`src/rtl/dmem_arbiter_pkg.sv`:
```
// -----------------------------------------------------------------------------
// dmem_arbiter_pkg
// Shared definitions for the data-memory arbiter: access-size encodings (the
// same one-hot codes the data memory decodes), FSM state encodings, requester
// indices, the latched command record and an access-size helper.
// No ports.
// -----------------------------------------------------------------------------
package dmem_arbiter_pkg;

    // Access size, one-hot. Shared with the data memory.
    localparam logic [2:0] BYTE     = 3'b001;
    localparam logic [2:0] HALFWORD = 3'b010;
    localparam logic [2:0] WORD     = 3'b100;

    // Sequencer states.
    localparam logic [1:0] IDLE   = 2'd0;
    localparam logic [1:0] ACCESS = 2'd1;
    localparam logic [1:0] RESP   = 2'd2;

    // Requester indices into the per-port response vectors.
    localparam int PORT_CPU  = 0;
    localparam int PORT_DBG  = 1;
    localparam int NUM_PORTS = 2;

    // Command captured from the winning requester in IDLE.
    typedef struct packed {
        logic        we;
        logic [2:0]  op;
        logic        signo;
        logic [31:0] addr;
        logic [31:0] wdata;
        logic        owner;   // 0 = CPU, 1 = debug
    } dmem_cmd_t;

    // Number of bytes touched by an op; 0 for anything that is not one-hot.
    function automatic logic [2:0] op_size(input logic [2:0] op);
        case (op)
            BYTE:     op_size = 3'd1;
            HALFWORD: op_size = 3'd2;
            WORD:     op_size = 3'd4;
            default:  op_size = 3'd0;
        endcase
    endfunction

endpackage

```
`src/rtl/dmem_access_check.sv`:
```
// -----------------------------------------------------------------------------
// dmem_access_check
// Combinational legality check of one memory command.
//   op   in  3  : access size, one-hot
//   addr in 32  : byte address
//   err  out 1  : command must not reach memory (bad op, misaligned, or out
//                 of 0..DEPTH_BYTES-1)
// -----------------------------------------------------------------------------
module dmem_access_check
    import dmem_arbiter_pkg::*;
#(
    parameter int DEPTH_BYTES = 32
) (
    input  logic [2:0]  op,
    input  logic [31:0] addr,
    output logic        err
);

    logic [2:0]  size;
    logic [32:0] end_addr;

    always_comb begin
        size     = op_size(op);
        // One extra bit so an address near 2^32 cannot wrap back into range.
        end_addr = {1'b0, addr} + {30'd0, size};
        err      = 1'b0;
        if (size == 3'd0) begin
            err = 1'b1;
        end else if (op == HALFWORD && addr[0]) begin
            err = 1'b1;
        end else if (op == WORD && addr[1:0] != 2'b00) begin
            err = 1'b1;
        end else if (end_addr > 33'(DEPTH_BYTES)) begin
            err = 1'b1;
        end
    end

endmodule

```
`src/rtl/dmem_arbiter.sv`:
```
// -----------------------------------------------------------------------------
// dmem_arbiter
// Shares the single data-memory port between the CPU MEM stage (priority) and
// the debug unit. Each access runs IDLE -> ACCESS -> RESP; the requester sees a
// one-cycle ack (with err) in the cycle after RESP. Illegal commands are
// answered with err=1/rdata=0 and never reach memory.
// Ports:
//   clk, rst_n                      clock, synchronous active-low reset
//   cpu_req/we/op/signo/addr/wdata  CPU command (level request)
//   cpu_ack/err/rdata, cpu_stall    CPU response, stall = req & ~ack
//   dbg_req/we/op/addr/wdata        debug command (reads always unsigned)
//   dbg_ack/err/rdata               debug response
//   mem_we/op/signo/addr/din        memory command, active only in ACCESS
//   mem_dout                        memory read data (memory updates on negedge)
// -----------------------------------------------------------------------------
module dmem_arbiter
    import dmem_arbiter_pkg::*;
#(
    parameter int DEPTH_BYTES = 32,
    parameter int MAX_WAIT    = 4    // >= 1
) (
    input  logic        clk,
    input  logic        rst_n,

    input  logic        cpu_req,
    input  logic        cpu_we,
    input  logic [2:0]  cpu_op,
    input  logic        cpu_signo,
    input  logic [31:0] cpu_addr,
    input  logic [31:0] cpu_wdata,
    output logic        cpu_ack,
    output logic        cpu_err,
    output logic [31:0] cpu_rdata,
    output logic        cpu_stall,

    input  logic        dbg_req,
    input  logic        dbg_we,
    input  logic [2:0]  dbg_op,
    input  logic [31:0] dbg_addr,
    input  logic [31:0] dbg_wdata,
    output logic        dbg_ack,
    output logic        dbg_err,
    output logic [31:0] dbg_rdata,

    output logic        mem_we,
    output logic [2:0]  mem_op,
    output logic        mem_signo,
    output logic [31:0] mem_addr,
    output logic [31:0] mem_din,
    input  logic [31:0] mem_dout
);

    localparam int                WAIT_W   = $clog2(MAX_WAIT + 1);
    localparam logic [WAIT_W-1:0] WAIT_MAX = WAIT_W'(MAX_WAIT);

    logic [1:0]        state_reg, state_next;
    logic [WAIT_W-1:0] wait_reg, wait_next;
    dmem_cmd_t         cmd_reg, grant_cmd;
    logic [31:0]       dout_reg;

    logic grant_cpu, grant_dbg;
    logic chk_err;
    logic access_active, mem_enable;

    logic [NUM_PORTS-1:0]       resp_sel;
    logic [NUM_PORTS-1:0]       ack_vec, err_vec;
    logic [NUM_PORTS-1:0][31:0] rdata_vec;

    // ---------------- arbitration ----------------
    always_comb begin
        grant_dbg = dbg_req && (!cpu_req || wait_reg == WAIT_MAX);
        grant_cpu = cpu_req && !grant_dbg;

        grant_cmd = '0;
        if (grant_dbg) begin
            grant_cmd.we    = dbg_we;
            grant_cmd.op    = dbg_op;
            grant_cmd.signo = 1'b0;
            grant_cmd.addr  = dbg_addr;
            grant_cmd.wdata = dbg_wdata;
            grant_cmd.owner = 1'b1;
        end else begin
            grant_cmd.we    = cpu_we;
            grant_cmd.op    = cpu_op;
            grant_cmd.signo = cpu_signo;
            grant_cmd.addr  = cpu_addr;
            grant_cmd.wdata = cpu_wdata;
            grant_cmd.owner = 1'b0;
        end
    end

    // ---------------- sequencer ----------------
    always_comb begin
        state_next = state_reg;
        wait_next  = wait_reg;
        case (state_reg)
            IDLE: begin
                if (grant_cpu || grant_dbg) begin
                    state_next = ACCESS;
                    if (grant_dbg) begin
                        wait_next = '0;
                    end else if (dbg_req && wait_reg != WAIT_MAX) begin
                        wait_next = wait_reg + WAIT_W'(1);
                    end
                end
            end
            ACCESS:  state_next = RESP;
            RESP:    state_next = IDLE;
            default: state_next = IDLE;
        endcase
    end

    always_ff @(posedge clk) begin
        if (!rst_n) begin
            state_reg <= IDLE;
            wait_reg  <= '0;
            cmd_reg   <= '0;
            dout_reg  <= '0;
        end else begin
            state_reg <= state_next;
            wait_reg  <= wait_next;
            if (state_reg == IDLE && (grant_cpu || grant_dbg)) begin
                cmd_reg <= grant_cmd;
            end
            // Memory has produced its read data by the end of ACCESS; hold it
            // so the RESP answer does not depend on what the idle port shows.
            if (state_reg == ACCESS) begin
                dout_reg <= mem_dout;
            end
        end
    end

    // ---------------- legality check on the latched command ----------------
    dmem_access_check #(
        .DEPTH_BYTES (DEPTH_BYTES)
    ) u_check (
        .op   (cmd_reg.op),
        .addr (cmd_reg.addr),
        .err  (chk_err)
    );

    // ---------------- memory command ----------------
    // rst_n gates the strobes combinationally so a reset cycle can never
    // write, even when it lands on ACCESS.
    assign access_active = (state_reg == ACCESS);
    assign mem_enable    = rst_n && access_active && !chk_err;
    assign mem_we        = mem_enable && cmd_reg.we;
    assign mem_op        = mem_enable ? cmd_reg.op : 3'b000;
    assign mem_signo     = access_active ? cmd_reg.signo : 1'b0;
    assign mem_addr      = access_active ? cmd_reg.addr  : 32'd0;
    assign mem_din       = access_active ? cmd_reg.wdata : 32'd0;

    // ---------------- per-port responses ----------------
    genvar gi;
    generate
        for (gi = 0; gi < NUM_PORTS; gi++) begin : g_resp
            logic        ack_reg;
            logic        err_reg;
            logic [31:0] rdata_reg;

            assign resp_sel[gi] = (state_reg == RESP) && (cmd_reg.owner == 1'(gi));

            always_ff @(posedge clk) begin
                if (!rst_n) begin
                    ack_reg   <= 1'b0;
                    err_reg   <= 1'b0;
                    rdata_reg <= '0;
                end else begin
                    ack_reg <= resp_sel[gi];
                    err_reg <= resp_sel[gi] && chk_err;
                    if (resp_sel[gi]) begin
                        rdata_reg <= chk_err ? 32'd0 : dout_reg;
                    end
                end
            end

            assign ack_vec[gi]   = ack_reg;
            assign err_vec[gi]   = err_reg;
            assign rdata_vec[gi] = rdata_reg;
        end
    endgenerate

    assign cpu_ack   = ack_vec[PORT_CPU];
    assign cpu_err   = err_vec[PORT_CPU];
    assign cpu_rdata = rdata_vec[PORT_CPU];
    assign cpu_stall = cpu_req && !cpu_ack;

    assign dbg_ack   = ack_vec[PORT_DBG];
    assign dbg_err   = err_vec[PORT_DBG];
    assign dbg_rdata = rdata_vec[PORT_DBG];

endmodule

```
`config.mk`:
```
export PLATFORM = sky130hd
export DESIGN_NAME = dmem_arbiter
export DESIGN_NICKNAME = d
export VERILOG_FILES = /design/src/rtl/dmem_arbiter_pkg.sv /design/src/rtl/dmem_access_check.sv /design/src/rtl/dmem_arbiter.sv
export SDC_FILE = /design/constraint.sdc
export NUM_CORES = 1
export LEC_CHECK = 0
export ABC_AREA = 1
export CAP_MARGIN = 20
export CORE_MARGIN = 2
export CORE_UTILIZATION = 51
export CTS_CLUSTER_SIZE = 24
export DETAILED_ROUTE_END_ITERATION = 7
export PLACE_DENSITY = 0.95
export SYNTH_ARGS = -nofsm -noshare
export SYNTH_HDL_FRONTEND = slang
export SYNTH_HIERARCHICAL = 1
export SYNTH_SLANG_ARGS = --single-unit
```
`constraint.sdc`:
```
create_clock -name clk -period 7.5 [get_ports clk]
set_input_delay 1.125 -clock clk [delete_from_list [all_inputs] [get_ports clk]]
set_output_delay 1.125 -clock clk [all_outputs]
set_load 0.05 [all_outputs]
```
==> run metrics, run 1 <==
outcome=finished, final reports clean; Layout Area Growth over Synthesis=37.4%; leak pwr=5.46 nW; TritonCTS clock tree=yes; PwrDens=approximately 190 nW/um^2; largest net degree at the start of global routing=~120; IO buf count=310; CP required=6.38 ns; initial antenna violation count=0; CP Capture Point=mem_op[2]; Initial DRC Count=598; drt wl/cell=~14 um; Detail Placement HPWL=20300 um; post-route insts no fill=roughly 2000; Die Area=19900 sq um; dpl cells=1973; post-layout min period=5.50 ns; post-synth cell types=33; Crit. End Element=output port; vias in the first global route=9111; Worst EP arrival=between 4 and 5 ns; ys flop type=dfxtp_1; Tcrit/Tclk final=73.3%; DRT Pass-1 Iters=7; maximum VDD drop=143 uV; Post-Route WL=27600 um; Die X=between 100 and 150 um; clock skew=0.0161 ns; Multi-input gate area=4590 sq um; CP startpoint=cmd_reg[67]; layout cell share with drive strength beyond 1=6.83%; Worst-Margin Slew=1.05 ns; Core ar.=18600 sq um; Synth top area share=36.5%; Worst setup SP type=flop; num ports=just over 300; fillcell total=1472; largest buffer count on any clock path=2; Mapped Nets=1695; Reg-to-Reg Start=cmd_reg[67]; ANT nets after route=0; FP Rows=50; EDFF count, synth=0; gr usage total=about a quarter; Worst Path Max Fanout=33; post-synthesis register bit count=~180; synthesized area=9600 sq um; Slew Viols, Final=0; fin nets=between 1500 and 2000; Finish-stage setup viols=0; async set-or-reset flop fraction in the synthesized netlist=0%; diode count=0; Largest register FFs=70; first-pass GRT wire length=43300 um; DR vias=between 10000 and 15000; CTS sink cnt=175; sequential area share after synthesis=about 37%; hold crit path type=reg2reg; setup TNS=0 ns; H-tree depth=4; cts repair resizes=0; Starting Density=between 50 and 60%; clock slew at reported path FFs=0.07 ns; via/cell ratio=5.13; Avg Cell Area, Syn=6.33 sq um; r2r setup slk=roughly 4.2 ns; total gr overflow=0; ranking of synthesized cells by area=dfxtp_1 37%, inv_1 11%, nor2_1 9.7%; Root Buffer=clkbuf_16; max_slew headroom=about 30%; Ys Warns=6; maxcap violations=0; Worst-Skew Late Latency=0.43 ns; RSZ-0062 raised after global routing=false; Final Hold Fails=0; # DRC=0; Routability Congestion=0.917; Post-CTS Repair Setup Buffers=0; number of buffers created by CTS=17; CTS Hold Bufs=0; Cells after Synth=1516; Reg2Reg Depth=18; overall power=2.54 mW; Max Fclk=182 MHz; Setup CP Type=reg2out; Critical R2R Capture=dbg_rdata[12]; Seq. cell area=3500 sq um; area leader, netlist=dfxtp_1; Die H=between 100 and 150 um
-- power breakdown --
part	internal, mW	switching, mW
logic	0.238	0.368
clock network	0.472	0.400
registers	1.00	0.0589
-- cells in the mapped netlist, types with 6 or more instances --
library cell	n
inv_1	274
nor2_1	247
dfxtp_1	175
nand2_1	172
a21oi_1	169
o21ai_0	167
nand3_1	95
clkbuf_1	46
nor2_2	44
buf_2	38
nand2_2	18
nand4_1	9
nor3_1	8
nand3b_1	6
-- layer usage --
| layer | vias to the layer above | global-route usage (%) | wire [um] |
|---|---|---|---|
| met5 | - | 0 | 0 |
| met4 | 0 | 7.79 | 559 |
| met3 | 42 | 5.54 | 2130 |
| met2 | 400 | 46.1 | 13400 |
| met1 | 4644 | 33.5 | 11500 |
| li1 | 5192 | - | - |
-- through the flow --
| step | instance area [sq um] | utilization (%) | hold slack [ns] | worst slack, ns |
|---|---|---|---|---|
| after floorplan | 9600 | - | 0.430 | 3.13 |
| after global placement | 12600 | 67.8 | 0.432 | 2.56 |
| after detailed placement | 12600 | 67.8 | 0.437 | 2.47 |
| after CTS | 13200 | 70.9 | 0.446 | 2.00 |
| after global routing | 13200 | 70.9 | 0.464 | 1.68 |
| final | 13200 | 70.9 | 0.445 | 2.00 |
-- cell families (layout without fill, tap and decap cells) --
logic type	count (synthesis)	in the layout	synth area share (%)
AO/OA/AOI/OAI	343	343	17.9
XOR/XNOR	5	5	0.456
adder cells (fa/ha/maj)	6	6	0.861
buffers and inverters	375	630	15.8
flip-flops	175	175	36.5
AND/OR/NAND/NOR	612	612	28.4
-- worst max-delay path: stages (launching register included) --
cell,delay (ns)
dfxtp_1,0.41
inv_1,0.06
nand3_1,0.10
inv_1,0.05
ha_1,0.22
fa_1,0.44
or2_2,0.30
a21oi_1,0.12
nand3_1,0.08
o21ai_0,0.23
nand2_1,0.08
nor2_1,0.11
nand2_1,0.06
nor2_1,0.09
nand3_1,0.08
buf_4,0.26
inv_1,0.14
nand2_1,0.12
nor2_1,0.17
clkdlybuf4s50_1,0.83
-- cell type report --
class                      instances  area share, %
sequential                       175           26.6
tap                              234           2.22
multi-input combinational        966           34.8
clock inverter                    13           1.15
clock buffer                      19           3.28
timing repair buffer             318           24.0
inverter                         280           7.97
-- worst min path at each step --
stage	startpoint	to	slack [ns]	cells past startpoint
floorplan	dout_reg[0]	dout_reg[0]	0.43	2
global placement	dbg_rdata[6]	dbg_rdata[6]	0.43	2
detailed placement	dbg_rdata[0]	dbg_rdata[0]	0.44	2
CTS	dbg_rdata[2]	dbg_rdata[2]	0.45	2
global route	cpu_rdata[21]	cpu_rdata[21]	0.46	2
finish	dbg_rdata[2]	dbg_rdata[2]	0.44	2
-- cell usage in the layout, fill, tap and decap left out, types with 3 or more instances in the layout --
cell type / Yosys / routed
inv_1: 274 / 274
clkbuf_16: 0 / 17
ha_1: 5 / 5
nand2_4: 2 / 4
nand3_1: 95 / 94
nor2_2: 44 / 44
nand4_1: 9 / 9
o21ai_0: 167 / 167
nor2_1: 247 / 247
inv_8: 0 / 3
clkdlybuf4s50_1: 0 / 308
inv_2: 4 / 4
buf_4: 4 / 10
xor2_1: 5 / 5
nand2_2: 18 / 18
nor3_1: 8 / 8
o21ai_1: 5 / 5
nand3b_1: 6 / 6
dfxtp_1: 175 / 175
nand2_1: 172 / 170
nor2_4: 5 / 5
a21oi_1: 169 / 169
Power figures use the tool's default switching activity.
==> inputs of run 2 (changes only) <==
--- a/config.mk
+++ b/config.mk
@@ -8,10 +8,10 @@
 export ABC_AREA = 1
 export CAP_MARGIN = 20
 export CORE_MARGIN = 2
-export CORE_UTILIZATION = 51
+export CORE_UTILIZATION = 47
 export CTS_CLUSTER_SIZE = 24
 export DETAILED_ROUTE_END_ITERATION = 7
-export PLACE_DENSITY = 0.95
+export PLACE_DENSITY = 0.91
 export SYNTH_ARGS = -nofsm -noshare
 export SYNTH_HDL_FRONTEND = slang
 export SYNTH_HIERARCHICAL = 1
==> constraint.sdc (replaced) <==
create_clock -name clk -period 5.5 [get_ports clk]
set_input_delay 0.825 -clock clk [delete_from_list [all_inputs] [get_ports clk]]
set_output_delay 0.825 -clock clk [all_outputs]
set_load 0.05 [all_outputs]
==> run 2 against run 1 <==
Effect of this change:
- final cell count up 1.8%
- clock skew about the same
- final area rose by 0.82%
- first-iteration DRC count down 18%
- largest cell class unchanged
- register-to-register slack worse by 1.9 ns
- sequential cell count is the same
- hold slack about the same
- highest routed layer unchanged
- routed wire length up 1.6%
- core utilization decreased by 4.8 points
==> run metrics, run 2 (synthesized netlist as in run 1, its figures left out) <==
Finish-stage setup viols=0 (unchanged); Worst Path Max Fanout=33 (unchanged); Initial DRC Count=488 (-18%); ANT nets after route=0 (unchanged); Largest register FFs=70 (unchanged); RSZ-0062 raised after global routing=false; Routability Congestion=0.867 (-5.5%); total gr overflow=0 (unchanged); leak pwr=5.50 nW (+0.57%); Worst setup SP type=flop; Logic pwr share=23.9% (about the same); Post-DP Area=12700 sq um (+0.77%); outcome=finished, final reports clean; Layout Area Growth over Synthesis=38.5%; # DRC=0 (unchanged); Starting Density=47.7% (-3.9 points); via/cell ratio=4.95 (-3.4%); slowest cell delay on critical path=0.42 ns (-0.41 ns); vias in the first global route=9064 (-0.52%); Post-Route WL=28000 um (+1.6%); sw frac=33.7% (+1.2 points); Slowest-stage cell, CP=fa_1; setup TNS=0 ns (unchanged); IO buf count=310 (unchanged); cts repair resizes=0 (unchanged); Die H=147 um (+4.1%); clock skew=0.0162 ns (+0.000137 ns); maximum VDD drop=176 uV (+23%); num ports=311 (unchanged); diode count=0 (unchanged); internal power=2.31 mW (+35%); Slew Viols, Final=0 (unchanged); hold slack=0.445 ns (+0.000173 ns); fin nets=1937 (unchanged); Setup CP Type=reg2out; Die X=147 um (+4.1%); initial antenna violation count=0 (unchanged); max_slew headroom=33.2% (+3.5 points); TritonCTS clock tree=yes; Max Fclk=225 MHz; commonest non-fill, non-tap cell in the layout=clkdlybuf4s50_1; Final Hold Fails=0 (unchanged); hold crit path type=reg2reg; CTS Hold Bufs=0 (unchanged); crit path cell chain=inv_1, nand3_1, inv_1, ha_1, fa_1, or2_2, a21oi_1, nand3_1, o21ai_0, nand2_1, nor2_1, nand2_1, nor2_1, nand3_1, buf_4, inv_1, nand2_1, nor2_1, buf_12; gr usage total=25.1% (-1.5 points); first-pass GRT wire length=44400 um (+2.4%); Post-CTS Repair Setup Buffers=0 (unchanged); Root Buffer=clkbuf_16; Worst-Margin Slew=1.00 ns (-0.0543 ns); Place WS=1.50 ns (-0.971 ns); Tcrit/Tclk final=81.0%; final instance area=13300 sq um (+0.82%); maxcap violations=0 (unchanged); Setup WS post-layout=1.05 ns (-0.954 ns); power share of the sequential group=41.6% (-0.2 points); clock slew at reported path FFs=0.07 ns (about the same); FP Rows=52 (+4.0%); Clk pwr share=34.5% (+0.2 points); H-tree depth=4 (unchanged); layout cell share with drive strength beyond 1=7.17% (+0.34 points); number of buffers created by CTS=17 (unchanged); Detail Placement HPWL=20500 um (+0.99%); drt wl/cell=13.7 um (-0.22%); largest buffer count on any clock path=2 (unchanged); most frequent cells in the layout=304 x clkdlybuf4s50_1, 274 x inv_1, 247 x nor2_1; DR vias=10110 (-1.6%); CTS sink cnt=175 (unchanged); CP required=4.68 ns (-1.70 ns); NetSw=1.17 mW (+42%); PwrDens=262 nW/um^2 (+36%); Die Area=21600 sq um (+8.3%); post-layout min period=4.45 ns; DRT Pass-1 Iters=5 (-2); overall power=3.48 mW (+37%); Core ar.=20100 sq um (+8.2%); largest net degree at the start of global routing=100 (-15%); Worst-Skew Late Latency=0.43 ns (about the same); Crit. End Element=output port; Worst EP arrival=3.63 ns (-0.75 ns)
==> run 2: changes by cell type in the layout (fill, tap and decap cells not counted), sizes merged <==
cell / before / now
buf: 10 / 14
clkbuf: 19 / 17
clkdlybuf4s50: 308 / 304
bufinv: 1 / 0
inv: 283 / 286
clkinvlp: 2 / 1
clkinv: 7 / 8
==> run 2: layer usage <==
layer | share of wire [%] | track usage [%] | up-vias
met5 | 0 | 0 | -
met4 | 2.6 | 8.32 | 0
met3 | 7.0 | 5.22 | 46
met2 | 47 | 41.5 | 347
met1 | 44 | 33.0 | 4545
li1 | - | - | 5172
==> run 2: worst max-delay path, delay by kind of cell, from the launching register on <==
family / cells / cell delay (ns)
compound gates: 2 / 0.31
fa+ha+maj: 2 / 0.63
buf+inv: 5 / 0.68
simple gates: 10 / 1.17
flops: 1 / 0.40
==> run 2: path summary, 6_finish.rpt <==
path / startpoint / to / slack [ns] / depth (start not counted)
worst max register to register: cmd_reg[68] / dbg_rdata[13] / 2.29 / 22
worst min-delay path: cpu_rdata[7] / cpu_rdata[7] / 0.44 / 2
worst max-delay path: cmd_reg[68] / mem_op[2] / 1.05 / 19
worst min register to register: cpu_rdata[7] / cpu_rdata[7] / 0.44 / 2
==> run 2: cell type report <==
type,count,area [sq um]
clock buffer,17,425
multi-input combinational,966,4590
timing repair buffer,318,3210
inverter,280,1050
fill,1703,6810
sequential,175,3500
tap,270,338
clock inverter,15,169
==> run 2: per-stage QoR <==
step	utilization [%]	instances
6_report	66.1	2041
5_1_grt	66.1	2041
4_1_cts	66.1	2041
3_5_place_dp	63.2	2009
3_3_place_gp	63.2	2009
2_1_floorplan	-	1516
==> run 2: power by group through the flow <==
stage | clock network, mW | logic (mW) | registers (mW)
floorplan | 0 | 0.503 | 1.50
global placement | 0 | 0.813 | 1.47
detailed placement | 0 | 0.828 | 1.48
CTS | 1.22 | 0.831 | 1.45
global route | 1.28 | 0.916 | 1.46
finish | 1.20 | 0.831 | 1.45
==> inputs of run 3 (changes only) <==
--- a/config.mk
+++ b/config.mk
@@ -8,10 +8,10 @@
 export ABC_AREA = 1
 export CAP_MARGIN = 20
 export CORE_MARGIN = 2
-export CORE_UTILIZATION = 47
+export CORE_UTILIZATION = 42
 export CTS_CLUSTER_SIZE = 24
 export DETAILED_ROUTE_END_ITERATION = 7
-export PLACE_DENSITY = 0.91
+export PLACE_DENSITY = 0.87
 export SYNTH_ARGS = -nofsm -noshare
 export SYNTH_HDL_FRONTEND = slang
 export SYNTH_HIERARCHICAL = 1
==> constraint.sdc (replaced) <==
create_clock -name clk -period 3.9 [get_ports clk]
set_input_delay 0.585 -clock clk [delete_from_list [all_inputs] [get_ports clk]]
set_output_delay 0.585 -clock clk [all_outputs]
set_load 0.05 [all_outputs]
==> run 3 against run 2 <==
Effect of this change:
- clock-buffer cell count increased by 2
- highest routed layer is now met5
- hold slack better by 0.00052 ns
- critical path type unchanged
- die area grew 12%
- via count increased by 1.5%
- setup slack got worse by 0.86 ns
- power rose by 42%
- largest power group unchanged
- largest cell class unchanged
- critical endpoint unchanged
==> run metrics, run 3 (synthesized netlist as in run 1, its figures left out) <==
outcome=finished, final reports clean; FP Rows=55 (+5.8%); GR Util met3=5.46% (+0.24 points); fin nets=1944 (+0.36%); H-tree depth=4 (unchanged); largest buffer count on any clock path=2 (unchanged); setup TNS=0 ns (unchanged); CTS Hold Bufs=0 (unchanged); Critical Path Most Common Cell=nor2_1; global route hottest layer=met2; CP Capture Point=mem_op[2]; Core ar.=22500 sq um (+12%); hold slack=0.446 ns (+0.000525 ns); DRT Pass-1 Iters=5 (unchanged); Slew Viols, Final=0 (unchanged); Worst Path Max Fanout=8 (-76%); max_slew headroom=52.4% (+19 points); slowest cell delay on critical path=0.38 ns (-0.04 ns); Crit. End Element=output port; Worst-Margin Slew=0.715 ns (-0.285 ns); Max Fclk=269 MHz; layout cell share with drive strength beyond 1=8.61% (+1.4 points); Die X=155 um (+5.6%); Root Buffer=clkbuf_16; CP startpoint=cmd_reg[66]; gr usage total=23.3% (-1.9 points); CP Buf/Inv Count=3 (-2); drt wl/cell=13.9 um (+1.4%); via/cell ratio=4.97 (+0.38%); Worst setup SP type=flop; number of buffers created by CTS=17 (unchanged); CTS sink cnt=175 (unchanged); crit path cell chain=nor2_1, nand2_1, inv_1, ha_2, nand3_1, nand2_2, nand2_4, nor2_8, nand2_2, nor2_4, nor2_1, nor2_1, nand2_1, nor2_1, nand3_2, inv_2, nand2_4, nor2_4, buf_12; total gr overflow=0 (unchanged); post-layout min period=3.72 ns; GR Util met2=39.8% (-1.7 points); Reg2Reg Depth=19 (-14%); Worst-Skew Late Latency=0.44 ns (about the same); clock skew=0.0139 ns (-0.00232 ns); vias in the first global route=9209 (+1.6%); most frequent cells in the layout=304 x clkdlybuf4s50_1, 272 x inv_1, 241 x nor2_1; first-pass GRT wire length=45100 um (+1.7%); fillcell total=2049 (+20%); Routability Congestion=0.889 (+2.6%); initial antenna violation count=1 (+1); Die H=155 um (+5.6%); ANT nets after route=0 (unchanged); maximum VDD drop=199 uV (+13%); overall power=4.95 mW (+42%); critical path depth=19 (unchanged); Worst EP arrival=3.13 ns (-0.50 ns); Slowest-stage cell, CP=dfxtp_2; Layout Area Growth over Synthesis=40.6%; commonest non-fill, non-tap cell in the layout=clkdlybuf4s50_1; grt met1 use=29.3% (-3.7 points); DR vias=10263 (+1.5%); CP required=3.31 ns (-1.37 ns); clock slew at reported path FFs=0.07 ns (about the same); Post-Route WL=28700 um (+2.6%); Detail Placement HPWL=20800 um (+1.5%); Critical R2R Capture=cpu_rdata[12]; Initial DRC Count=554 (+14%); Finish-stage setup viols=0 (unchanged); Setup CP Type=reg2out; Die Area=24100 sq um (+12%); IO buf count=310 (unchanged); PwrDens=367 nW/um^2 (+40%); Hold Path Cell Cnt=2 (unchanged); hold crit path type=reg2reg; # DRC=0 (unchanged); num ports=311 (unchanged); Largest register FFs=70 (unchanged); Starting Density=42.6% (-5.1 points); largest net degree at the start of global routing=140 (+40%); critical path's top delay family=simple AND/OR/NAND/NOR gates; r2r setup slk=0.81 ns (-1.48 ns); leak pwr=5.57 nW (+1.2%); maxcap violations=0 (unchanged); Final Hold Fails=0 (unchanged); TritonCTS clock tree=yes; Tcrit/Tclk final=95.3%; Reg-to-Reg Start=cmd_reg[66]
run 3: worst min-delay path by stage:
stage / slack (ns) / from / endpoint
after floorplan: 0.43 / dout_reg[0] / dout_reg[0]
after global placement: 0.43 / cpu_rdata[29] / cpu_rdata[29]
after detailed placement: 0.44 / dbg_rdata[2] / dbg_rdata[2]
after CTS: 0.45 / dbg_rdata[2] / dbg_rdata[2]
after global routing: 0.46 / dbg_rdata[2] / dbg_rdata[2]
final: 0.45 / dbg_rdata[2] / dbg_rdata[2]
run 3: per-stage QoR:
stage | worst slack [ns] | util (%) | area (sq um) | cells
finish | 0.184 | 60.0 | 13500 | 2064
global route | -0.0323 | 59.9 | 13500 | 2063
CTS | 0.0218 | 59.7 | 13400 | 2062
detailed placement | 0.348 | 56.8 | 12800 | 2030
global placement | 0.444 | 56.8 | 12800 | 2030
floorplan | 0.0698 | - | 9600 | 1516
run 3: what timing repair did:
| item | in CTS | in global routing |
|---|---|---|
| resized for setup | 15 | 15 |
| pin swaps | 1 | 5 |
| setup endpoints to repair | 4 | 4 |
| setup buffers | 0 | 1 |
run 3: routing by layer:
metal | wire length [um] | part of all wire, % | vias to the layer above
met5 | 13 | 0.045 | -
met4 | 469 | 1.6 | 2
met3 | 2140 | 7.4 | 40
met2 | 13800 | 48 | 396
met1 | 12300 | 43 | 4625
li1 | - | - | 5200
run 3: final cells by class:
type	instances	area, sq um	area share [%]
multi-input cells	966	4690	34.7
flip-flops and latches	175	3510	26.0
repair buffers	325	3290	24.4
inverters	280	1050	7.79
clock buffers	19	453	3.36
well taps	285	357	2.64
clock inverters	13	145	1.08
diodes	1	2.50	0.0185
run 3: power breakdown:
part           switching (mW)  total, mW  internal [mW]  leakage, nW
clock network           0.823       1.71          0.891        0.290
logic                   0.720       1.19          0.471         3.84
registers               0.115       2.04           1.93         1.44
total                    1.66       4.95           3.29         5.57
run 3: worst min-delay path: stages, from the launching register on:
cell,delay (ns)
dfxtp_1,0.31
inv_1,0.05
a21oi_1,0.05
